`src/rtl/melody_pkg.sv`:
```
// Shared definitions for the melody sequencer: note-code to Hz table,
// FSM state encoding, song ROM entry layout and a default demo song.
package melody_pkg;

   localparam int NOTE_W  = 5;
   localparam int DUR_W   = 3;
   localparam int ENTRY_W = NOTE_W + DUR_W;
   localparam int HZ_W    = 12;

   localparam logic [DUR_W-1:0] END_DUR = '0;

   typedef enum logic [2:0] {
      ST_IDLE,
      ST_LOAD,
      ST_NOTE,
      ST_GAP,
      ST_PAUSE
   } state_t;

   // Entry 0 sits in the low byte: C4, E4, G4 (2 units each), C5 (4 units), end.
   localparam logic [255:0] DEFAULT_SONG = {216'h0, 8'h00, 8'h44, 8'h2A, 8'h1A, 8'h0A};

   function automatic logic [HZ_W-1:0] note_hz(input logic [NOTE_W-1:0] code);
      logic [HZ_W-1:0] hz;
      hz = '0;
      case (code)
         5'd1:  hz = 12'd262;
         5'd2:  hz = 12'd294;
         5'd3:  hz = 12'd330;
         5'd4:  hz = 12'd349;
         5'd5:  hz = 12'd392;
         5'd6:  hz = 12'd440;
         5'd7:  hz = 12'd494;
         5'd8:  hz = 12'd523;
         5'd9:  hz = 12'd587;
         5'd10: hz = 12'd659;
         5'd11: hz = 12'd698;
         5'd12: hz = 12'd784;
         5'd13: hz = 12'd880;
         5'd14: hz = 12'd988;
         5'd15: hz = 12'd1047;
         5'd16: hz = 12'd1175;
         5'd17: hz = 12'd1319;
         5'd18: hz = 12'd1397;
         5'd19: hz = 12'd1568;
         5'd20: hz = 12'd1760;
         5'd21: hz = 12'd1976;
         default: hz = '0;
      endcase
      return hz;
   endfunction

endpackage

```
`src/rtl/song_rom.sv`:
```
// Song storage: one {note, duration} byte per address, registered read.
// Contents come from the SONG parameter so each song is a drop-in replacement.
module song_rom import melody_pkg::*; #(
   parameter int ADDR_W = 5,
   parameter logic [ENTRY_W*(2**ADDR_W)-1:0] SONG = '0
) (
   input  logic               clk,
   input  logic [ADDR_W-1:0]  addr,
   output logic [ENTRY_W-1:0] data
);

   always_ff @(posedge clk) begin
      data <= SONG[{addr, 3'b000} +: ENTRY_W];
   end

endmodule

```
`src/rtl/melody_sequencer.sv`:
```
// Steps through the song ROM and drives a held tone frequency for the buzzer,
// with a silent gap at the end of every note and play/pause/stop/loop control.
module melody_sequencer import melody_pkg::*; #(
   parameter int unsigned TICKS_PER_UNIT = 12_500_000,
   parameter int unsigned GAP_TICKS      = 5_000_000,
   parameter int          ADDR_W         = 5,
   parameter logic [ENTRY_W*(2**ADDR_W)-1:0] SONG = DEFAULT_SONG
) (
   input  logic              clk,
   input  logic              rst,
   input  logic              play,
   input  logic              pause,
   input  logic              stop,
   input  logic              loop_en,
   output logic [HZ_W-1:0]   hz_next,
   output logic [ADDR_W-1:0] note_addr,
   output logic              playing,
   output logic              paused,
   output logic              song_done
);

   state_t             state_q, state_d;
   state_t             saved_state_q, saved_state_d;
   logic [31:0]        cnt_q, cnt_d;
   logic [HZ_W-1:0]    hz_q, hz_d;
   logic [HZ_W-1:0]    saved_hz_q, saved_hz_d;
   logic [ADDR_W-1:0]  addr_q, addr_d;
   logic               done_q, done_d;

   logic [ENTRY_W-1:0] rom_data;
   logic [NOTE_W-1:0]  rom_code;
   logic [DUR_W-1:0]   rom_dur;
   logic [31:0]        note_cnt;

   // The ROM is addressed with the next address so the entry is ready during LOAD.
   song_rom #(
      .ADDR_W (ADDR_W),
      .SONG   (SONG)
   ) u_rom (
      .clk  (clk),
      .addr (addr_d),
      .data (rom_data)
   );

   assign rom_code = rom_data[ENTRY_W-1:DUR_W];
   assign rom_dur  = rom_data[DUR_W-1:0];
   assign note_cnt = 32'(rom_dur) * TICKS_PER_UNIT - GAP_TICKS - 32'd1;

   always_ff @(posedge clk) begin
      if (rst) begin
         state_q       <= ST_IDLE;
         saved_state_q <= ST_IDLE;
         cnt_q         <= '0;
         hz_q          <= '0;
         saved_hz_q    <= '0;
         addr_q        <= '0;
         done_q        <= 1'b0;
      end else begin
         state_q       <= state_d;
         saved_state_q <= saved_state_d;
         cnt_q         <= cnt_d;
         hz_q          <= hz_d;
         saved_hz_q    <= saved_hz_d;
         addr_q        <= addr_d;
         done_q        <= done_d;
      end
   end

   always_comb begin
      state_d       = state_q;
      saved_state_d = saved_state_q;
      cnt_d         = cnt_q;
      hz_d          = hz_q;
      saved_hz_d    = saved_hz_q;
      addr_d        = addr_q;
      done_d        = 1'b0;

      if (stop) begin
         state_d = ST_IDLE;
         hz_d    = '0;
         addr_d  = '0;
         cnt_d   = '0;
      end else begin
         case (state_q)
            ST_IDLE: begin
               if (play) begin
                  addr_d  = '0;
                  state_d = ST_LOAD;
               end
            end
            ST_LOAD: begin
               if (rom_dur == END_DUR) begin
                  if (loop_en) begin
                     addr_d = '0;
                  end else begin
                     done_d  = 1'b1;
                     hz_d    = '0;
                     state_d = ST_IDLE;
                  end
               end else begin
                  hz_d    = note_hz(rom_code);
                  cnt_d   = note_cnt;
                  state_d = ST_NOTE;
               end
            end
            ST_NOTE, ST_GAP: begin
               if (pause) begin
                  saved_state_d = state_q;
                  saved_hz_d    = hz_q;
                  hz_d          = '0;
                  state_d       = ST_PAUSE;
               end else if (cnt_q == '0) begin
                  if (state_q == ST_NOTE) begin
                     hz_d    = '0;
                     cnt_d   = GAP_TICKS - 32'd1;
                     state_d = ST_GAP;
                  end else begin
                     addr_d  = addr_q + ADDR_W'(1);
                     state_d = ST_LOAD;
                  end
               end else begin
                  cnt_d = cnt_q - 32'd1;
               end
            end
            ST_PAUSE: begin
               // Resume exactly where we left off; the counter was never touched.
               if (play) begin
                  state_d = saved_state_q;
                  hz_d    = saved_hz_q;
               end
            end
            default: state_d = ST_IDLE;
         endcase
      end
   end

   assign hz_next   = hz_q;
   assign note_addr = addr_q;
   assign playing   = (state_q == ST_LOAD) || (state_q == ST_NOTE) || (state_q == ST_GAP);
   assign paused    = (state_q == ST_PAUSE);
   assign song_done = done_q;

endmodule
```
`config.mk`:
```
export PLATFORM = sky130hd
export DESIGN_NAME = melody_sequencer
export DESIGN_NICKNAME = d
export VERILOG_FILES = /design/src/rtl/melody_pkg.sv /design/src/rtl/song_rom.sv /design/src/rtl/melody_sequencer.sv
export SDC_FILE = /design/constraint.sdc
export NUM_CORES = 1
export LEC_CHECK = 0
export CAP_MARGIN = 20
export CORE_ASPECT_RATIO = 0.8
export CORE_UTILIZATION = 40
export CTS_CLUSTER_SIZE = 28
export DETAILED_ROUTE_END_ITERATION = 8
export PLACE_DENSITY = 0.67
export SETUP_SLACK_MARGIN = 0.2
export SYNTH_ARGS = -nofsm -noshare
export SYNTH_HDL_FRONTEND = slang
export SYNTH_HIERARCHICAL = 1
export SYNTH_SLANG_ARGS = --single-unit
```
`constraint.sdc`:
```
create_clock -name clk -period 5 [get_ports clk]
set_input_delay 0.75 -clock clk [delete_from_list [all_inputs] [get_ports clk]]
set_output_delay 0.75 -clock clk [all_outputs]
set_load 0.01 [all_outputs]
```
==> impl_results.md <==
- Status: complete, no violations
- CTS Hold Bufs: 0
- Post-CTS sizing: 0
- Period utilization: a little over four fifths
- Worst-margin pin slew: approximately 840 ps
- Final setup viols: 0
- Worst-case reg-to-reg path depth: 11
- Area contributors post-synth: dfxtp_1, a21oi_1, nor2_1
- Count leader, synth: nor2_1
- Unrepaired setup endpoints after global routing: false
- Slew headroom: 44.0%
- CTS tree: yes
- Worst EP required: about 5200 ps
- Initial antenna violation count: 0
- Crit start category: register
- Maxcap violations: 0
- Layout Cells excl Fill: 989
- Crit path launch: u_rom/data[3]$_SDFF_PP0_
- Layout cell share with drive strength beyond 1: under 10%
- Post-Place Cells: 972
- Clock transition at the registers of the reported paths: 60 ps
- Worst Setup EP: cnt_q[26]$_SDFFE_PP0P_
- CTS Buf Count: 9
- Synth Flop Type: dfxtp_1
- Critical path class: register to register
- Synthesized area per cell: 7.57 um^2
- Min-Delay Path Class: register to register
- # DRC: 0
- Power Density: approximately 270 mW/mm^2
- Post-synth ARST share: 0%
- Final-report hold violation count: 0
- Max Buffers Root-to-Sink: 2
- Area grow syn2layout: 10.2%
- Die Y: 112 um
- CP endpoint kind: register
- Pre-antenna DRT Iters: 6
- Synthesized area: 0.00607 mm^2
- First-pass GRT wire length: 27,600 um
- Routed WL: roughly 17,000 um
- N_diodes: 0
- First DRT Iteration DRCs: 613
- GRT Overall Usage: a little over a fifth
- Fillers: 1,402
- Synth Register Bits: 72
- Number of routed nets with antenna violations: 0
- R2r startpoint: u_rom/data[3]$_SDFF_PP0_
- Max Transition Viols Final: 0
- Final setup skew: 5.46 ps
- Nets: 831
- Peak supply drop: 160 uV
- Core ar.: 0.0145 mm^2
- Synth warnings: 6
- Synth top cells by count: nor2_1, a21oi_1, nand2_1
- Post-detail-place hpwl: 12,000 um
- Vias in the first global route: 5,399
- DR WL/cell: 16.7 um
- P_leak: 0.00235 uW
- Cells after Synth: 802
- Die width: 140 um
- I/O pins: 26
- Grt ovf: 0
- Largest net degree at the start of global routing: 41
- Number of synthesized flops with an enable pin: 0
- Worst endpoint data arrival time: 4470 ps
- Minimum clock period: 4240 ps
- Max Freq: 236 MHz
- R2R Setup Slk: 760 ps
- Root buffer cell: clkbuf_16
- Full die area: 0.0157 mm^2
- Reg-to-reg endpoint: cnt_q[26]$_SDFFE_PP0P_
- Top cell type's share of synthesized area: roughly a quarter
- Post-DR vias/cell: slightly above 6
- H-tree Lvls: 3
- Post-CTS Setup Inserts: 0
- Via count: 6,015
- Initial Util: 41.8%
- Setup TNS: 0 ps
- Rows: 39
- Worst-path fanout max: 12
- Clock sink count: 72
- Synth cell types: 97
- GPL Wtd Cong: 0.931
- Clock Latency Late Sink: 340 ps
- Leading area contributor after synthesis: dfxtp_1
- IO Port Bufs: 25
- Post-synthesis sequential area ratio: between 20% and 30%
## stage by stage
step | power [uW] | area (um^2) | hold WS [ps] | setup WS (ps) | util, %
final | 1780 | 6690 | 459 | 763 | 46.0
after global routing | 1870 | 6690 | 481 | 364 | 46.0
after CTS | 1780 | 6690 | 458 | 775 | 46.0
after detailed placement | 1030 | 6340 | 450 | 786 | 43.6
after global placement | 1030 | 6340 | 446 | 867 | 43.6
after floorplan | 946 | 6080 | 433 | 1170 | -
## state kept, by name (all words and copies together), names as in the netlist
name,cells
song_done,1
saved_hz_q,12
note_addr,5
cnt_q,32
saved_state_q,3
u_rom/data,4
state_q,3
hz_next,12
## power by group
| part | switching, uW | internal (uW) | leakage [uW] |
|---|---|---|---|
| logic | 273 | 161 | 0.00160 |
| registers | 10.2 | 583 | 0.000582 |
| clock network | 259 | 491 | 0.000164 |
| total | 542 | 1240 | 0.00235 |
## cell families after synthesis
group	synth area share, %
muxes	1.71
adders and majority gates	5.52
other	0.0617
buffers and inverters	6.70
DFF	23.7
and+or+nand+nor	27.7
xor gates and xnor gates	4.26
AOI/OAI and AO/OA	30.3
## worst min-delay path by stage
| stage | startpoint | end | slack, ps | cells after the start |
|---|---|---|---|---|
| 6_report | saved_hz_q[3]$_SDFFE_PP0P_ | saved_hz_q[3]$_SDFFE_PP0P_ | 460 | 2 |
| 5_1_grt | saved_hz_q[3]$_SDFFE_PP0P_ | saved_hz_q[3]$_SDFFE_PP0P_ | 480 | 2 |
| 4_1_cts | saved_hz_q[7]$_SDFFE_PP0P_ | saved_hz_q[7]$_SDFFE_PP0P_ | 460 | 2 |
| 3_5_place_dp | saved_hz_q[7]$_SDFFE_PP0P_ | saved_hz_q[7]$_SDFFE_PP0P_ | 450 | 2 |
| 3_3_place_gp | saved_hz_q[10]$_SDFFE_PP0P_ | saved_hz_q[10]$_SDFFE_PP0P_ | 450 | 2 |
| 2_1_floorplan | saved_state_q[0]$_SDFFE_PP0P_ | saved_state_q[0]$_SDFFE_PP0P_ | 430 | 2 |
## area by class of cell
cell class / instances / area (um^2) / share of cell area [%]
inverters: 23 / 86.3 / 1.29
clock buffers: 10 / 229 / 3.42
flip-flops and latches: 72 / 1440 / 21.5
repair buffers: 40 / 363 / 5.42
multi-input cells: 654 / 4230 / 63.2
clock inverters: 6 / 115 / 1.72
well taps: 184 / 230 / 3.44
## layer usage
layer | vias to the layer above | wire, um | GRT usage, %
met5 | - | 0 | 0
met4 | 0 | 250 | 6.67
met3 | 24 | 1470 | 3.97
met2 | 229 | 6760 | 30.9
met1 | 2820 | 8030 | 32.9
li1 | 2942 | - | -
## critical path, cell delays in order, from the launching register on
cell       delay (ps)
dfxtp_1           650
inv_1             210
ha_1              400
ha_1              340
o211a_4           310
or4_4             570
a2111oi_4         490
o211ai_2          200
a2111oi_2         430
xor2_1            210
nor2_1             60
a211o_1           280
## placed cells by master (no fill, tap or decap), types with 8 or more instances in the layout
cell type and count:
a211oi_1 21, a21oi_1 79, a22oi_1 13, a31oi_1 8, and2_1 10, buf_4 15
clkbuf_16 9, clkdlybuf4s50_1 25, dfxtp_1 72, ha_1 22, inv_1 23, nand2_1 75
nand3_1 17, nand4_1 8, nor2_1 101, nor2b_1 13, nor3_1 22, nor4_1 8
o21ai_0 57, o31ai_1 8, xnor2_1 17, xor2_1 10
Note: power is estimated with default switching activity, not from simulation.
